`src/rtl/fetch_sequencer_pkg.sv`:
```
// Shared cycle-state, trap-cause and instruction constants for the fetch sequencer
// and its decoder.
package polaris_seq_pkg;

  typedef logic [2:0] cstate_t;

  localparam cstate_t S_EX0   = 3'd0;
  localparam cstate_t S_EX1   = 3'd1;
  localparam cstate_t S_EX2   = 3'd2;
  localparam cstate_t S_FETCH = 3'd3;

  localparam logic [1:0] CAUSE_NONE     = 2'd0;
  localparam logic [1:0] CAUSE_FETCH_TO = 2'd1;
  localparam logic [1:0] CAUSE_ILLEGAL  = 2'd2;

  localparam logic [31:0] NOP_INSN = 32'h0000_0013;

  // An execute step is illegal if the decoder rejects the IR or names a state
  // outside the four-state cycle.
  function automatic logic is_illegal(input logic defined, input cstate_t nstate);
    return !defined || (nstate > S_FETCH);
  endfunction

endpackage

```
`src/rtl/fetch_sequencer_if.sv`:
```
// Instruction-fetch bus between the sequencer (master) and the memory system (slave).
interface fetch_sequencer_if;
  logic        cyc;
  logic        stb;
  logic        ack;
  logic [31:0] dat;

  modport master (output cyc, output stb, input ack, input dat);
  modport slave  (input cyc, input stb, output ack, output dat);
endinterface

```
`src/rtl/fetch_sequencer_watchdog.sv`:
```
// Counts consecutive un-acknowledged fetch cycles and flags the cycle on which
// a missing ack must become a bus-error trap.
module fetch_watchdog #(
  parameter int FETCH_TIMEOUT = 16
) (
  input  logic clk_i,
  input  logic reset_i,
  input  logic clr_i,
  input  logic inc_i,
  input  logic ack_i,
  output logic expired_o
);

  localparam logic [7:0] LAST_COUNT = 8'(FETCH_TIMEOUT - 1);

  logic [7:0] count_q, count_d;

  always_comb begin
    count_d = count_q;
    if (clr_i)
      count_d = '0;
    else if (inc_i)
      count_d = count_q + 8'd1;
  end

  always_ff @(posedge clk_i or negedge reset_i) begin
    if (!reset_i)
      count_q <= '0;
    else
      count_q <= count_d;
  end

  // A late ack on the final cycle still rescues the fetch.
  assign expired_o = (count_q == LAST_COUNT) && !ack_i;

endmodule

```
`src/rtl/fetch_sequencer.sv`:
```
// CPU cycle-state, IR and PC owner: runs the fetch handshake, steps the decoder's
// cycle states, and vectors illegal instructions and fetch timeouts to the trap handler.
module fetch_sequencer
  import polaris_seq_pkg::*;
#(
  parameter int              XLEN          = 64,
  parameter logic [XLEN-1:0] RESET_VECTOR  = 64'hFFFF_FFFF_FFFF_FF00,
  parameter logic [XLEN-1:0] TRAP_VECTOR   = 64'hFFFF_FFFF_FFFF_FE00,
  parameter int              FETCH_TIMEOUT = 16
) (
  input  logic                clk_i,
  input  logic                reset_i,
  input  logic [2:0]          nstate_i,
  input  logic                defined_i,
  input  logic                ir_dat_irl_i,
  fetch_sequencer_if.master   bus,
  output logic [2:0]          cstate_o,
  output logic [31:0]         ir_o,
  output logic [XLEN-1:0]     pc_o,
  output logic                trap_o,
  output logic [XLEN-1:0]     epc_o,
  output logic [1:0]          cause_o
);

  localparam logic [XLEN-1:0] PC_STEP = XLEN'(4);

  cstate_t         cstate_q, cstate_d;
  logic [31:0]     ir_q, ir_d;
  logic [XLEN-1:0] pc_q, pc_d;
  logic [XLEN-1:0] epc_q, epc_d;
  logic [1:0]      cause_q, cause_d;
  logic            trap_q, trap_d;

  logic fetching, bus_active, ack_take, illegal, timeout, trap_take, wd_expired;

  // The cycle right after a trap is an abort cycle: strobe low, no ack taken.
  assign fetching   = (cstate_q == S_FETCH);
  assign bus_active = reset_i && fetching && !trap_q;
  assign ack_take   = bus_active && bus.ack && ir_dat_irl_i;
  assign illegal    = !fetching && is_illegal(defined_i, nstate_i);
  assign timeout    = bus_active && wd_expired;
  assign trap_take  = illegal || timeout;

  fetch_watchdog #(.FETCH_TIMEOUT(FETCH_TIMEOUT)) u_watchdog (
    .clk_i     (clk_i),
    .reset_i   (reset_i),
    .clr_i     (!bus_active || ack_take || trap_take),
    .inc_i     (bus_active),
    .ack_i     (ack_take),
    .expired_o (wd_expired)
  );

  always_comb begin
    cstate_d = cstate_q;
    ir_d     = ir_q;
    pc_d     = pc_q;
    epc_d    = epc_q;
    cause_d  = cause_q;
    trap_d   = 1'b0;
    if (trap_take) begin
      trap_d   = 1'b1;
      cstate_d = S_FETCH;
      pc_d     = TRAP_VECTOR;
      // PC already points past the executing instruction; a failed fetch has not advanced it.
      epc_d    = illegal ? (pc_q - PC_STEP) : pc_q;
      cause_d  = illegal ? CAUSE_ILLEGAL : CAUSE_FETCH_TO;
    end else if (!fetching) begin
      cstate_d = nstate_i;
    end else if (ack_take) begin
      ir_d     = bus.dat;
      pc_d     = pc_q + PC_STEP;
      cstate_d = nstate_i;
    end
  end

  always_ff @(posedge clk_i or negedge reset_i) begin
    if (!reset_i) begin
      cstate_q <= S_FETCH;
      ir_q     <= NOP_INSN;
      pc_q     <= RESET_VECTOR;
      epc_q    <= '0;
      cause_q  <= CAUSE_NONE;
      trap_q   <= 1'b0;
    end else begin
      cstate_q <= cstate_d;
      ir_q     <= ir_d;
      pc_q     <= pc_d;
      epc_q    <= epc_d;
      cause_q  <= cause_d;
      trap_q   <= trap_d;
    end
  end

  assign bus.cyc  = bus_active;
  assign bus.stb  = bus_active;
  assign cstate_o = cstate_q;
  assign ir_o     = ir_q;
  assign pc_o     = pc_q;
  assign trap_o   = trap_q;
  assign epc_o    = epc_q;
  assign cause_o  = cause_q;

endmodule

```
`src/flat_wrapper.sv`:
```
// flat-port wrapper written by rule: the top's interface ports become plain ports
module fetch_sequencer_flat import polaris_seq_pkg::*;
#(
  parameter int              XLEN          = 64,
  parameter logic [XLEN-1:0] RESET_VECTOR  = 64'hFFFF_FFFF_FFFF_FF00,
  parameter logic [XLEN-1:0] TRAP_VECTOR   = 64'hFFFF_FFFF_FFFF_FE00,
  parameter int              FETCH_TIMEOUT = 16
)
  (clk_i, reset_i, nstate_i, defined_i, ir_dat_irl_i, cstate_o, ir_o, pc_o, trap_o, epc_o, cause_o, bus_cyc, bus_stb, bus_ack, bus_dat);
  fetch_sequencer_if bus_i ();
  input  logic clk_i;
  input  logic reset_i;
  input  logic [2:0] nstate_i;
  input  logic defined_i;
  input  logic ir_dat_irl_i;
  output logic [2:0] cstate_o;
  output logic [31:0] ir_o;
  output logic [XLEN-1:0] pc_o;
  output logic trap_o;
  output logic [XLEN-1:0] epc_o;
  output logic [1:0] cause_o;
  output wire logic [$bits(bus_i.cyc)-1:0] bus_cyc;
  output wire logic [$bits(bus_i.stb)-1:0] bus_stb;
  input wire logic [$bits(bus_i.ack)-1:0] bus_ack;
  input wire logic [$bits(bus_i.dat)-1:0] bus_dat;
  assign bus_cyc = bus_i.cyc;
  assign bus_stb = bus_i.stb;
  assign bus_i.ack = bus_ack;
  assign bus_i.dat = bus_dat;
  fetch_sequencer #(.XLEN(XLEN), .RESET_VECTOR(RESET_VECTOR), .TRAP_VECTOR(TRAP_VECTOR), .FETCH_TIMEOUT(FETCH_TIMEOUT)) u_core (.clk_i(clk_i), .reset_i(reset_i), .nstate_i(nstate_i), .defined_i(defined_i), .ir_dat_irl_i(ir_dat_irl_i), .bus(bus_i), .cstate_o(cstate_o), .ir_o(ir_o), .pc_o(pc_o), .trap_o(trap_o), .epc_o(epc_o), .cause_o(cause_o));
endmodule
```
`config.mk`:
```
export PLATFORM = sky130hd
export DESIGN_NAME = fetch_sequencer_flat
export DESIGN_NICKNAME = d
export VERILOG_FILES = /design/src/rtl/fetch_sequencer_pkg.sv /design/src/rtl/fetch_sequencer_if.sv /design/src/rtl/fetch_sequencer_watchdog.sv /design/src/rtl/fetch_sequencer.sv /design/src/flat_wrapper.sv
export SDC_FILE = /design/constraint.sdc
export NUM_CORES = 1
export LEC_CHECK = 0
export ABC_AREA = 1
export CORE_MARGIN = 2
export CORE_UTILIZATION = 53
export CTS_CLUSTER_DIAMETER = 120
export DETAILED_ROUTE_END_ITERATION = 8
export GPL_TIMING_DRIVEN = 1
export PLACE_DENSITY = 0.84
export SYNTH_ARGS = -nofsm -noshare
export SYNTH_HDL_FRONTEND = slang
export SYNTH_HIERARCHICAL = 1
export SYNTH_SLANG_ARGS = --single-unit
```
`constraint.sdc`:
```
create_clock -name clk_i -period 2.75 [get_ports clk_i]
set_input_delay 0.825 -clock clk_i [delete_from_list [all_inputs] [get_ports clk_i]]
set_output_delay 0.825 -clock clk_i [all_outputs]
set_load 0.01 [all_outputs]
```
### Yosys cells after proc, flatten, opt, wreduce, memory -nomap -nowiden

Index checks and enable logic that the tools add are counted.

* memories kept: 0
* bits in latches: 0
* bits in writable memories: 0
* ROM bits: 0
* bits in registers: 174
* output and inout bits: 168

* shift operators: 0
* equality and inequality tests: 3
* $add $sub $neg: 3
* $mul: 0
* bitwise operators: 1
* multiplexer cells: 11
* magnitude comparators: 1
* div/mod/pow operators: 0
* reduce and logical (&&, ||, !) cells: 21

Operators with widths (count)
* 64-bit two-way mux: 4
* 64-bit by 3-bit adder with 64-bit output (second input constant): 1
* 64-bit by 3-bit subtractor with 64-bit output (second input constant): 1
* 8-bit two-way mux: 2
* 3-bit two-way mux: 3
* 8-bit by 1-bit adder with 8-bit output (second input constant): 1
* 8-bit by 4-bit equality test with 1-bit output (second input constant): 1
* 1-bit logical AND: 7
* 2-bit nonzero test: 3
* 1-bit zero test: 5
* 1-bit logical OR: 4
* 3-bit by 2-bit equality test with 1-bit output (second input constant): 1
* 3-bit by 2-bit > comparator with 1-bit output (second input constant): 1
* 3-bit != test (second input constant): 1
* 3-bit AND reduction: 1
* 2-bit two-way mux: 1
* 2-bit AND reduction: 1
* 1-bit two-way mux: 1
* 1-bit NOT: 1

### Longest topological paths before layout

Gate-level depths: netlist of the first run.

* depth in word-level cells: 11
* depth in mapped cells: 19

### By module

The synthesis of the first run kept the hierarchy.

By module, submodules not included
* fetch_sequencer: cells each 1431, times used 1, area an instance 9900.7 um^2, seq. area each 4130.2 um^2
* fetch_watchdog: cells each 57, times used 1, area an instance 431.7 um^2, seq. area each 200.2 um^2

### Least setup slack after synthesis of the first run

No wires, ideal clock.

* path kind: input -> register
* start: input port reset_i
* end: register u_core.u_watchdog.count_q[4]
* data required time: 2623 ps
* cell stages on the path: 17
* library setup time: 127 ps
* arrival time: 2562 ps
* setup slack: 61 ps
* path buffers: 2
* cell sequence: inv_1 -> nor2_2 -> nand2_2 -> nor2_4 -> nor3_1 -> nand2_1 -> nor2_1 -> nand3_4 -> nand2_4 -> inv_4 -> buf_4 -> buf_2 -> nand3_1 -> nor2_2 -> nor2_1 -> o21ai_1 -> a21oi_1

* word-level cells in the longest chain between the ends: 10
* elaborated cells on any way between the ends: 13
* those cells by class: mux: 1; reduce/logical: 12

RTL lines
* from (decl): line flat_wrapper.sv:12 `input logic reset_i;`
* 1-bit logical AND * (2 in series): line fetch_sequencer.sv:38 `assign bus_active = reset_i && fetching && !trap_q;`
* 1-bit logical AND * (2 in series): line fetch_sequencer.sv:39 `assign ack_take = bus_active && bus.ack && ir_dat_irl_i;`
* net u_core.ack_take: line fetch_sequencer.sv:34 `logic fetching, bus_active, ack_take, illegal, timeout, trap_take, wd_expired;`
* 1-bit zero test *: line fetch_sequencer_watchdog.sv:34 `assign expired_o = (count_q == LAST_COUNT) && !ack_i;`
* 1-bit logical AND *: line fetch_sequencer_watchdog.sv:34
* net u_core.wd_expired: line fetch_sequencer.sv:34
* 1-bit logical AND *: line fetch_sequencer.sv:41 `assign timeout = bus_active && wd_expired;`
* 1-bit logical OR *: line fetch_sequencer.sv:42 `assign trap_take = illegal || timeout;`
* 1-bit logical OR *: line fetch_sequencer.sv:47 `.clr_i (!bus_active || ack_take || trap_take),`
* 8-bit two-way mux or 2-bit nonzero test (tied branches)
* to (signal assigned): line fetch_sequencer_watchdog.sv:30 `count_q <= count_d;`
* to (decl): line fetch_sequencer_watchdog.sv:16 `logic [7:0] count_q, count_d;`

The timed path passes the listed nets; every way through them passes the cells marked *.
A chain may end at the register's enable or synchronous reset.

### Worst setup path after layout of the first run

* start: register u_core.pc_q[45] (netlist: u_core/pc_o[45])
* end: output port pc_o[45]

RTL lines
* from (decl): line fetch_sequencer.sv:29 `logic [XLEN-1:0] pc_q, pc_d;`
* from (signal assigned): line fetch_sequencer.sv:87 `pc_q <= pc_d;`
* to (decl): line flat_wrapper.sv:18 `output logic [XLEN-1:0] pc_o;`

No word-level cell between the ends.

==> results.json, run 1 <==
{
  "die_height_um": 144,
  "relative_area_change_from_synthesis_to_final_layout_pct": 28.8,
  "post_cts_hold_buffer_count": 0,
  "io-pin-count": 208,
  "synth-async-reset-ratio": 1.00,
  "number_of_hold_violations_in_the_final_report": 0,
  "finalCritPeriodShare": 0.928,
  "synth_flop_cell": "dfrtp_1",
  "initial_util": 0.536,
  "std_cell_rows": 51,
  "route.antenna.remaining_nets": 0,
  "max_slew_margin": 0.403,
  "worstPathMaxFanout": 8,
  "run_status": "finished, final reports clean",
  "postSynthAreaPerCell_um2": 6.94,
  "fp.dieArea_um2": 20600,
  "vias": 11100,
  "cp_data_required_time_ns": 1.93,
  "design_power_total_mw": 11.4,
  "min_period_ns": 2.55,
  "timing.critical_path.slowest_stage_cell": "dfstp_2",
  "mux_cell_area_share_after_synthesis": 0,
  "count_of_yosys_warnings_during_synthesis": 6,
  "grt_max_degree": 171,
  "critPathBufInv": 1,
  "timing.critical_path.arrival_ns": 1.73,
  "path_cells": "clkdlybuf4s50_1",
  "synth_adder_area_share": 0.00363,
  "total_cts_buffers": 17,
  "final_core_util": 0.690,
  "max_clock_freq_ghz": 0.392,
  "netlist-cell-type-count": 43,
  "critPathMaxStageDelay_ns": 0.69,
  "criticalPathCategory": "reg2out",
  "drive_gt1_frac": 0.115,
  "synthDominantAreaCellType": "dfrtp_1",
  "finish.net_count": 1729,
  "insertedDiodeCount": 0,
  "clock_root_buffer": "clkbuf_16",
  "syn_area_um2": 10300,
  "global_route.usage.total": 0.353,
  "core_region_area_um2": 19300,
  "drv.max_cap_violation_count": 0,
  "ys_ff_latch": 170,
  "synth.top_cells.by_area": "dfrtp_1 (26%), nand2_1 (18%), dfstp_2 (16%), nand3_1 (8.4%), nor2_1 (7.1%)",
  "worst_clock_skew_ns": 0.0105,
  "setup_viol": 0,
  "timing.hold.worst.class": "reg2reg",
  "drc": 0,
  "placed_cell_area_um2": 12700,
  "power.leakage_nw": 6.50,
  "route.final.wire_length_um": 35900,
  "grt_setup_unrepaired": "false",
  "synth.yosys.seq_area_share": 0.419,
  "cts_tree": "yes",
  "wl_per_cell_um": 18.3,
  "synthDominantCellAreaShare": 0.264,
  "die_w_um": 144,
  "cts_max_path_buffers": 2,
  "hpwlAfterDp_um": 27000,
  "main_combinational_cell_family_by_area_after_synthesis": "simple AND/OR/NAND/NOR gates",
  "cts_resized": 2,
  "post_synth_inst_count": 1488,
  "startpoint_type": "flip-flop",
  "drt_iter0_drc": 1412,
  "power.ir.vdd_worst_mv": 0.501,
  "grt.overflow.total": 0,
  "cts_htree_levels": 4,
  "numPortBuffers": 203,
  "critical-path-top-delay-family": "flip-flops",
  "synthSimpleGateAreaFrac": 0.430,
  "power-per-cell-area_nw_per_um2": 855,
  "grt_antenna_before_repair": 0,
  "worst_slew_pin_slew_ns": 0.895,
  "slew_violations": 0,
  "first_global_vias": 10400,
  "place.gp.congestion": 1.01,
  "avgViaCountPerCell": 5.66,
  "post_cts.repair.setup_buffers": 0,
  "clock_sink_count": 170,
  "detailedRoute.firstPassIterationCount": 6,
  "clock_insertion_delay_worst_skew_ns": 0.44,
  "area_fraction_in_compound_gates_after_synthesis": 0.0457,
  "finish.instance_area_um2": 13300,
  "final.hold.worst_slack_ns": 0.473,
  "cp-end-kind": "primary output",
  "ys_top_cells_by_count": "nand2_1 (501), nor2_1 (196), nand3_1 (173), inv_1 (127), dfrtp_1 (109)",
  "grt_first_pass_wirelength_um": 55700,
  "clk_pin_slew_ns": 0.08,
  "synth_xor_area_frac": 0.0203,
  "yosys.cell_count.top_type": "nand2_1",
  "synth_edf_count": 0
}
## flip-flops by register name, summed over array words and instances (netlist names)
register                   cells
u_core/epc_o                  62
u_core/trap_o                  1
u_core/cause_o                 2
u_core/pc_o                   62
u_core/cstate_o                3
u_core/ir_o                   32
u_core/u_watchdog/count_q      8
## stage by stage
| stage | instances | setup TNS (ns) | setup slack (ns) |
|---|---|---|---|
| 4_1_cts | 1964 | 0 | 0.209 |
| 5_1_grt | 1964 | 0 | 0.133 |
| 3_3_place_gp | 1932 | -2.55 | -0.115 |
| 2_1_floorplan | 1491 | 0 | 0.0612 |
| 3_5_place_dp | 1932 | -3.10 | -0.137 |
| 6_report | 1964 | 0 | 0.198 |
## metal layers
| metal | part of all wire | vias to the layer above | global-route usage | routed length, um |
|---|---|---|---|---|
| li1 | - | 5133 | - | - |
| met1 | 0.42 | 5219 | 0.501 | 15200 |
| met2 | 0.45 | 682 | 0.552 | 16200 |
| met3 | 0.10 | 80 | 0.0716 | 3750 |
| met4 | 0.022 | 0 | 0.0934 | 805 |
| met5 | 0 | - | 0 | 0 |
## where the power goes
group	total (mW)	internal (mW)	switching, mW	leakage, nW
Clock	2.39	1.22	1.17	0.277
Combinational	5.20	2.33	2.87	4.25
Sequential	3.79	3.30	0.491	1.97
Total	11.4	6.85	4.53	6.50
## cells by family after synthesis
kind of cell               after synthesis
AOI/OAI and AO/OA                       91
other                                    1
adders and majority gates                3
DFF                                    170
and+or+nand+nor                       1003
buffers and inverters                  196
xor gates and xnor gates                24
## area by class of cell
type	instances	area, um2
clock buffers	18	429
multi-input cells	1125	5180
repair buffers	238	2380
flip-flops and latches	170	4330
fillers	1690	5960
inverters	134	505
well taps	265	332
clock inverters	14	148
## layout by cell type (no fill, tap or decap), drive strengths merged, types with 3 or more instances in the layout
cell	Yosys	routed
nor3	22	22
a21oi	19	19
nand3b	3	3
dfstp	61	61
nor2	231	231
nand3	179	179
conb	1	4
inv	134	143
ha	3	3
nand4	45	45
xor2	22	22
buf	39	36
clkdlybuf4s50	0	200
and2	3	3
dfrtp	109	109
clkbuf	23	18
clkinv	0	3
o21ai	65	65
nand2	515	515
## worst paths after layout
path,start,to,slack (ns),cells past startpoint
setup / recovery,u_core/pc_o[45],pc_o[45],0.20,1
hold / removal,u_core/ir_o[4],u_core/ir_o[4],0.47,2
setup reg to reg,u_core/cstate_o[1],u_core/pc_o[40],0.39,13
hold reg to reg,u_core/ir_o[4],u_core/ir_o[4],0.47,2
max in group asynchronous,reset_i,u_core/epc_o[60],1.57,2
min in group asynchronous,reset_i,u_core/ir_o[24],0.56,2
Power figures use the tool's default switching activity.
==> run 2, diff against run 1 <==
Settings changed: CORE_UTILIZATION 53 to 40, MAX_ROUTING_LAYER set to met4, PLACE_DENSITY 0.84 to 0.67.
==> run 2 against run 1 <==
  * Register-to-register slack gained 0.07 ns
  * Clock-buffer cell count is the same
  * Largest cell class unchanged
  * Sequential share of layout area shrank 0.17 points
  * Die area grew 32%
  * Sequential power is essentially flat
  * Final area grew 0.54%
  * Non-clock buffer count shrank 1
  * Combinational power shrank 3%
  * Highest routed layer unchanged
  * Flip-flop and latch count is the same
  * Utilization shrank 16 points
==> results.json, run 2 (synthesized netlist as in run 1, its figures left out) <==
{
  "run_status": "finished, final reports clean",
  "cts_htree_levels": 4,
  "worstSetupStartpoint": "u_core/pc_o[39]",
  "wl_per_cell_um": 18.0,
  "clock_sink_count": 170,
  "r2r.worst_path.cells": 13,
  "critical-path-top-delay-family": "flip-flops",
  "finish.instance_area_um2": 13400,
  "clock_root_buffer": "clkbuf_16",
  "mostFrequentLayoutCells": "nand2_1 (501), clkdlybuf4s50_1 (200), nor2_1 (196), nand3_1 (173), inv_1 (127)",
  "io-pin-count": 208,
  "clk_pin_slew_ns": 0.08,
  "worst_r2r_endpoint": "u_core/pc_o[15]",
  "cts_max_path_buffers": 2,
  "post_cts.repair.setup_buffers": 0,
  "finish.net_count": 1728,
  "wl_met2_um": 16100,
  "layout.cells.most_common": "nand2_1",
  "worst_clock_skew_ns": 0.0208,
  "wl_met1_um": 16900,
  "filler_cell_count": 2492,
  "number_of_hold_violations_in_the_final_report": 0,
  "critPathMaxStageDelay_ns": 0.71,
  "avgViaCountPerCell": 5.30,
  "initial_util": 0.409,
  "timing.critical_path.slowest_stage_cell": "dfstp_2",
  "routed-wl-met3_um": 2970,
  "core_region_area_um2": 25300,
  "cts_tree": "yes",
  "power.ir.vdd_worst_mv": 0.503,
  "first_global_vias": 10200,
  "setup_viol": 0,
  "crit-reg2reg-launch": "u_core/cstate_o[0]",
  "power.leakage_nw": 6.50,
  "drv.max_cap_violation_count": 0,
  "critPathBufInv": 1,
  "dp_worst_setup_slack_ns": -0.105,
  "route.antenna.remaining_nets": 0,
  "std_cell_rows": 58,
  "layout.cells.non_filler": 2028,
  "grt_max_degree": 171,
  "clock_insertion_delay_worst_skew_ns": 0.44,
  "grt.overflow.total": 0,
  "global_route.usage.total": 0.284,
  "grt_first_pass_wirelength_um": 57000,
  "placed_cell_area_um2": 12800,
  "slew_violations": 0,
  "cp-end-kind": "primary output",
  "setup_tns_ns": 0,
  "route.final.wire_length_um": 36400,
  "total_cts_buffers": 17,
  "detailedRoute.firstPassIterationCount": 5,
  "cp_data_required_time_ns": 1.93,
  "whs_path_depth": 2,
  "reg2reg_slack_ns": 0.46,
  "vias": 10800,
  "max_slew_margin": 0.394,
  "drive_gt1_frac": 0.115,
  "worst_slew_pin_slew_ns": 0.909,
  "numPortBuffers": 203,
  "grt_antenna_before_repair": 0,
  "setup_slack_ns": 0.192,
  "criticalPathCategory": "reg2out",
  "die_w_um": 165,
  "drc": 0,
  "min-delay-start": "u_core/ir_o[1]",
  "max_clock_freq_ghz": 0.391,
  "route.top_layer_used": "met4",
  "hpwlAfterDp_um": 28100,
  "placed_cell_count": 1996,
  "min_period_ns": 2.56,
  "power-per-cell-area_nw_per_um2": 847,
  "die_height_um": 165,
  "timing.hold.worst.class": "reg2reg",
  "relative_area_change_from_synthesis_to_final_layout_pct": 29.5,
  "finalCritPeriodShare": 0.930,
  "worstPathMaxFanout": 8,
  "path_cells": "clkdlybuf4s50_1",
  "place.gp.congestion": 0.931,
  "grt_setup_unrepaired": "false",
  "timing.critical_path.arrival_ns": 1.73,
  "final_core_util": 0.530,
  "insertedDiodeCount": 0,
  "startpoint_type": "flip-flop",
  "hold_path_endpoint": "u_core/ir_o[1]",
  "drt_iter0_drc": 1336,
  "fp.dieArea_um2": 27100
}
run 2: changes by cell type in the layout (fill, tap and decap cells not counted), sizes merged:
cell,delta
clkinvlp,-2
buf,-1
inv,-1
clkinv,+3
run 2: repair_timing:
item / 4_1_cts / 5_1_grt
gates resized for setup: 2 / 0
endpoints found under the setup margin: 2 / 0
hold buffers: 0 / 0
run 2: area by class of cell:
class | instances | area, um2 | share of cell area
timing repair buffer | 237 | 2340 | 0.175
clock buffer | 18 | 439 | 0.0328
tap | 330 | 413 | 0.0309
multi-input combinational | 1125 | 5180 | 0.387
inverter | 134 | 505 | 0.0378
clock inverter | 14 | 173 | 0.0129
sequential | 170 | 4330 | 0.324
run 2: how the worst max path moves through the flow:
stage	end	slack, ns	cells after the start
floorplan	u_core/u_watchdog/count_q[4]	0.06	17
global placement	u_core/pc_o[62]	-0.08	14
detailed placement	u_core/pc_o[63]	-0.11	14
CTS	pc_o[11]	0.19	1
global route	bus_stb	0.13	5
finish	pc_o[39]	0.19	1
run 2: routing by layer:
layer,vias to the layer above,global-route usage
met5,-,-
met4,0,0.0577
met3,29,0.0269
met2,488,0.422
met1,5103,0.423
li1,5137,-
run 2: stage by stage:
stage	hold WS, ns	power (mW)
3_5_place_dp	0.457	8.87
4_1_cts	0.471	11.4
3_3_place_gp	0.455	8.79
5_1_grt	0.495	12.1
2_1_floorplan	0.468	6.31
6_report	0.469	11.3
run 2: worst reg2reg max path, stage by stage, from the launching register on:
cell and delay (ns):
dfstp_2 0.55, nand2_1 0.08, nor2_4 0.15, nand2_2 0.10, nor2_4 0.10, nor3_1 0.05, nand2_1 0.06, nor2_1 0.06
nand3_4 0.09, nand2_4 0.06, inv_4 0.10, buf_4 0.42, buf_4 0.30, nand3_1 0.10
run 2: power by group:
part           switching, mW  leakage (nW)  internal (mW)
sequential             0.490          1.97           3.30
combinational           2.77          4.23           2.28
clock                   1.23         0.299           1.26
==> run 3, diff against run 2 <==
Settings changed: CORE_UTILIZATION 40 to 53, PLACE_DENSITY 0.67 to 0.84.
==> run 3 against run 2 <==
  * Global-route usage rose by 7.2 points
  * Clock power barely moved
  * Via count rose by 2.1%
  * First-iteration DRC count fell by 6.1%
  * Hold slack barely moved
  * Largest cell class unchanged
  * Clock-buffer cell count did not move
  * Non-clock buffer count did not move
  * Worst setup slack improved by 0.015 ns
==> results.json, run 3 (synthesized netlist as in run 1, its figures left out) <==
{
  "multi_input_comb_area_um2": 5180,
  "detailedRoute.firstPassIterationCount": 6,
  "setup_slack_ns": 0.207,
  "power.share.clock": 0.215,
  "clock_insertion_delay_worst_skew_ns": 0.43,
  "crit-reg2reg-launch": "u_core/cstate_o[0]",
  "dp_worst_setup_slack_ns": -0.108,
  "die_height_um": 144,
  "total_cts_buffers": 17,
  "share_comb_of_total_power": 0.453,
  "finish.instance_area_um2": 13400,
  "route.antenna.remaining_nets": 0,
  "drive_gt1_frac": 0.115,
  "r2r.worst_path.cells": 15,
  "initial_util": 0.536,
  "grt_first_pass_wirelength_um": 54300,
  "netSwitchingFraction": 0.390,
  "grt_max_degree": 171,
  "setup_tns_ns": 0,
  "global_route.usage.total": 0.356,
  "avgViaCountPerCell": 5.60,
  "clock_sink_count": 170,
  "placed_cell_area_um2": 12700,
  "worstPathMaxFanout": 10,
  "numPortBuffers": 203,
  "p_int_mw": 6.99,
  "setup_viol": 0,
  "grt.overflow.total": 0,
  "drc": 0,
  "cts_max_path_buffers": 2,
  "mostFrequentLayoutCells": "nand2_1 (501), clkdlybuf4s50_1 (200), nor2_1 (196), nand3_1 (173), inv_1 (127)",
  "worst_r2r_endpoint": "u_core/u_watchdog/count_q[4]",
  "path_cells": "clkdlybuf4s50_1",
  "register_area_um2": 4330,
  "timing.critical_path.slowest_stage_cell": "dfstp_2",
  "reg2reg_slack_ns": 0.59,
  "worst_slew_pin_slew_ns": 0.998,
  "max_clock_freq_ghz": 0.393,
  "finish.net_count": 1728,
  "fp.dieArea_um2": 20600,
  "design_power_total_mw": 11.5,
  "criticalPathCategory": "reg2out",
  "insertedDiodeCount": 0,
  "max_slew_margin": 0.335,
  "layout.cells.most_common": "nand2_1",
  "min-delay-start": "u_core/ir_o[1]",
  "filler_cell_count": 1609,
  "drt_iter0_drc": 1255,
  "power.ir.vdd_worst_mv": 0.529,
  "whs_path_depth": 2,
  "grt_setup_unrepaired": "false",
  "critical-path-top-delay-family": "flip-flops",
  "vias": 11000,
  "drv.max_cap_violation_count": 0,
  "grt_antenna_before_repair": 0,
  "die_w_um": 144,
  "relative_contribution_of_sequential_cells_to_total_power": 0.332,
  "post_cts_hold_buffer_count": 0,
  "clock_root_buffer": "clkbuf_16",
  "cp_data_required_time_ns": 1.93,
  "worst_clock_skew_ns": 0.0113,
  "clk_pin_slew_ns": 0.07,
  "final_core_util": 0.693,
  "hold_path_endpoint": "u_core/ir_o[1]",
  "power.switching_mw": 4.47,
  "cp-end-kind": "primary output",
  "route.final.wire_length_um": 35400,
  "cts_tree": "yes",
  "startpoint_type": "flip-flop",
  "timing.critical_path.arrival_ns": 1.72,
  "finalCritPeriodShare": 0.925,
  "critPathBufInv": 1,
  "slew_violations": 0,
  "number_of_hold_violations_in_the_final_report": 0,
  "critPathMaxStageDelay_ns": 0.67,
  "hpwlAfterDp_um": 26600,
  "power.leakage_nw": 6.53,
  "first_global_vias": 10100,
  "core_region_area_um2": 19300,
  "critical_path_depth": 1,
  "timing.hold.worst.class": "reg2reg",
  "place.gp.congestion": 1.06,
  "min_period_ns": 2.54,
  "relative_area_change_from_synthesis_to_final_layout_pct": 29.3,
  "cts_htree_levels": 4,
  "io-pin-count": 208,
  "power-per-cell-area_nw_per_um2": 858,
  "wl_per_cell_um": 18.0,
  "std_cell_rows": 51,
  "run_status": "finished, final reports clean"
}
==> run 3: cell count changes in the layout (fill, tap and decap cells not counted), sizes merged <==
cell | before | now
bufinv | 0 | 1
clkinvlp | 0 | 1
dlygate4sd2 | 2 | 1
dlymetal6s2s | 0 | 1
inv | 142 | 140
==> run 3: metal layers <==
metal  up-vias  wire [um]  GRT usage
met5         -          0          -
met4         0        894      0.109
met3        65       3760     0.0743
met2       657      15700      0.530
met1      5132      15100      0.490
li1       5133          -          -
==> run 3: layout make-up <==
class | count | area share
Multi-Input combinational cell | 1125 | 0.388
Sequential cell | 170 | 0.324
Timing Repair Buffer | 237 | 0.179
Inverter | 134 | 0.0378
Clock buffer | 18 | 0.0329
Tap cell | 265 | 0.0248
Clock inverter | 14 | 0.0133
==> run 3: worst max-delay path by stage <==
| stage | startpoint | endpoint |
|---|---|---|
| finish | u_core/pc_o[11] | pc_o[11] |
| global route | ir_dat_irl_i | u_core/pc_o[31] |
| CTS | u_core/cstate_o[0] | bus_stb |
| detailed placement | ir_dat_irl_i | u_core/pc_o[31] |
| global placement | ir_dat_irl_i | u_core/pc_o[27] |
| floorplan | reset_i | u_core/u_watchdog/count_q[4] |
==> run 3: repair_timing <==
item,in CTS,in global routing
buffers inserted,1,0
resized for setup,1,1
pin swaps,1,0
setup endpoints to repair,2,1
==> run 3: power by group through the flow <==
stage / sequential [mW] / combinational [mW] / clock, mW
final: 3.80 / 5.19 / 2.47
after global routing: 3.89 / 5.64 / 2.61
after CTS: 3.79 / 5.17 / 2.52
after detailed placement: 3.81 / 5.12 / 0
after global placement: 3.80 / 5.02 / 0
after floorplan: 4.08 / 2.23 / 0
==> run 3: per-stage QoR <==
stage	hold slack (ns)	instances
after floorplan	0.468	1491
after global placement	0.456	1930
after detailed placement	0.460	1930
after CTS	0.471	1963
after global routing	0.484	1963
final	0.469	1963
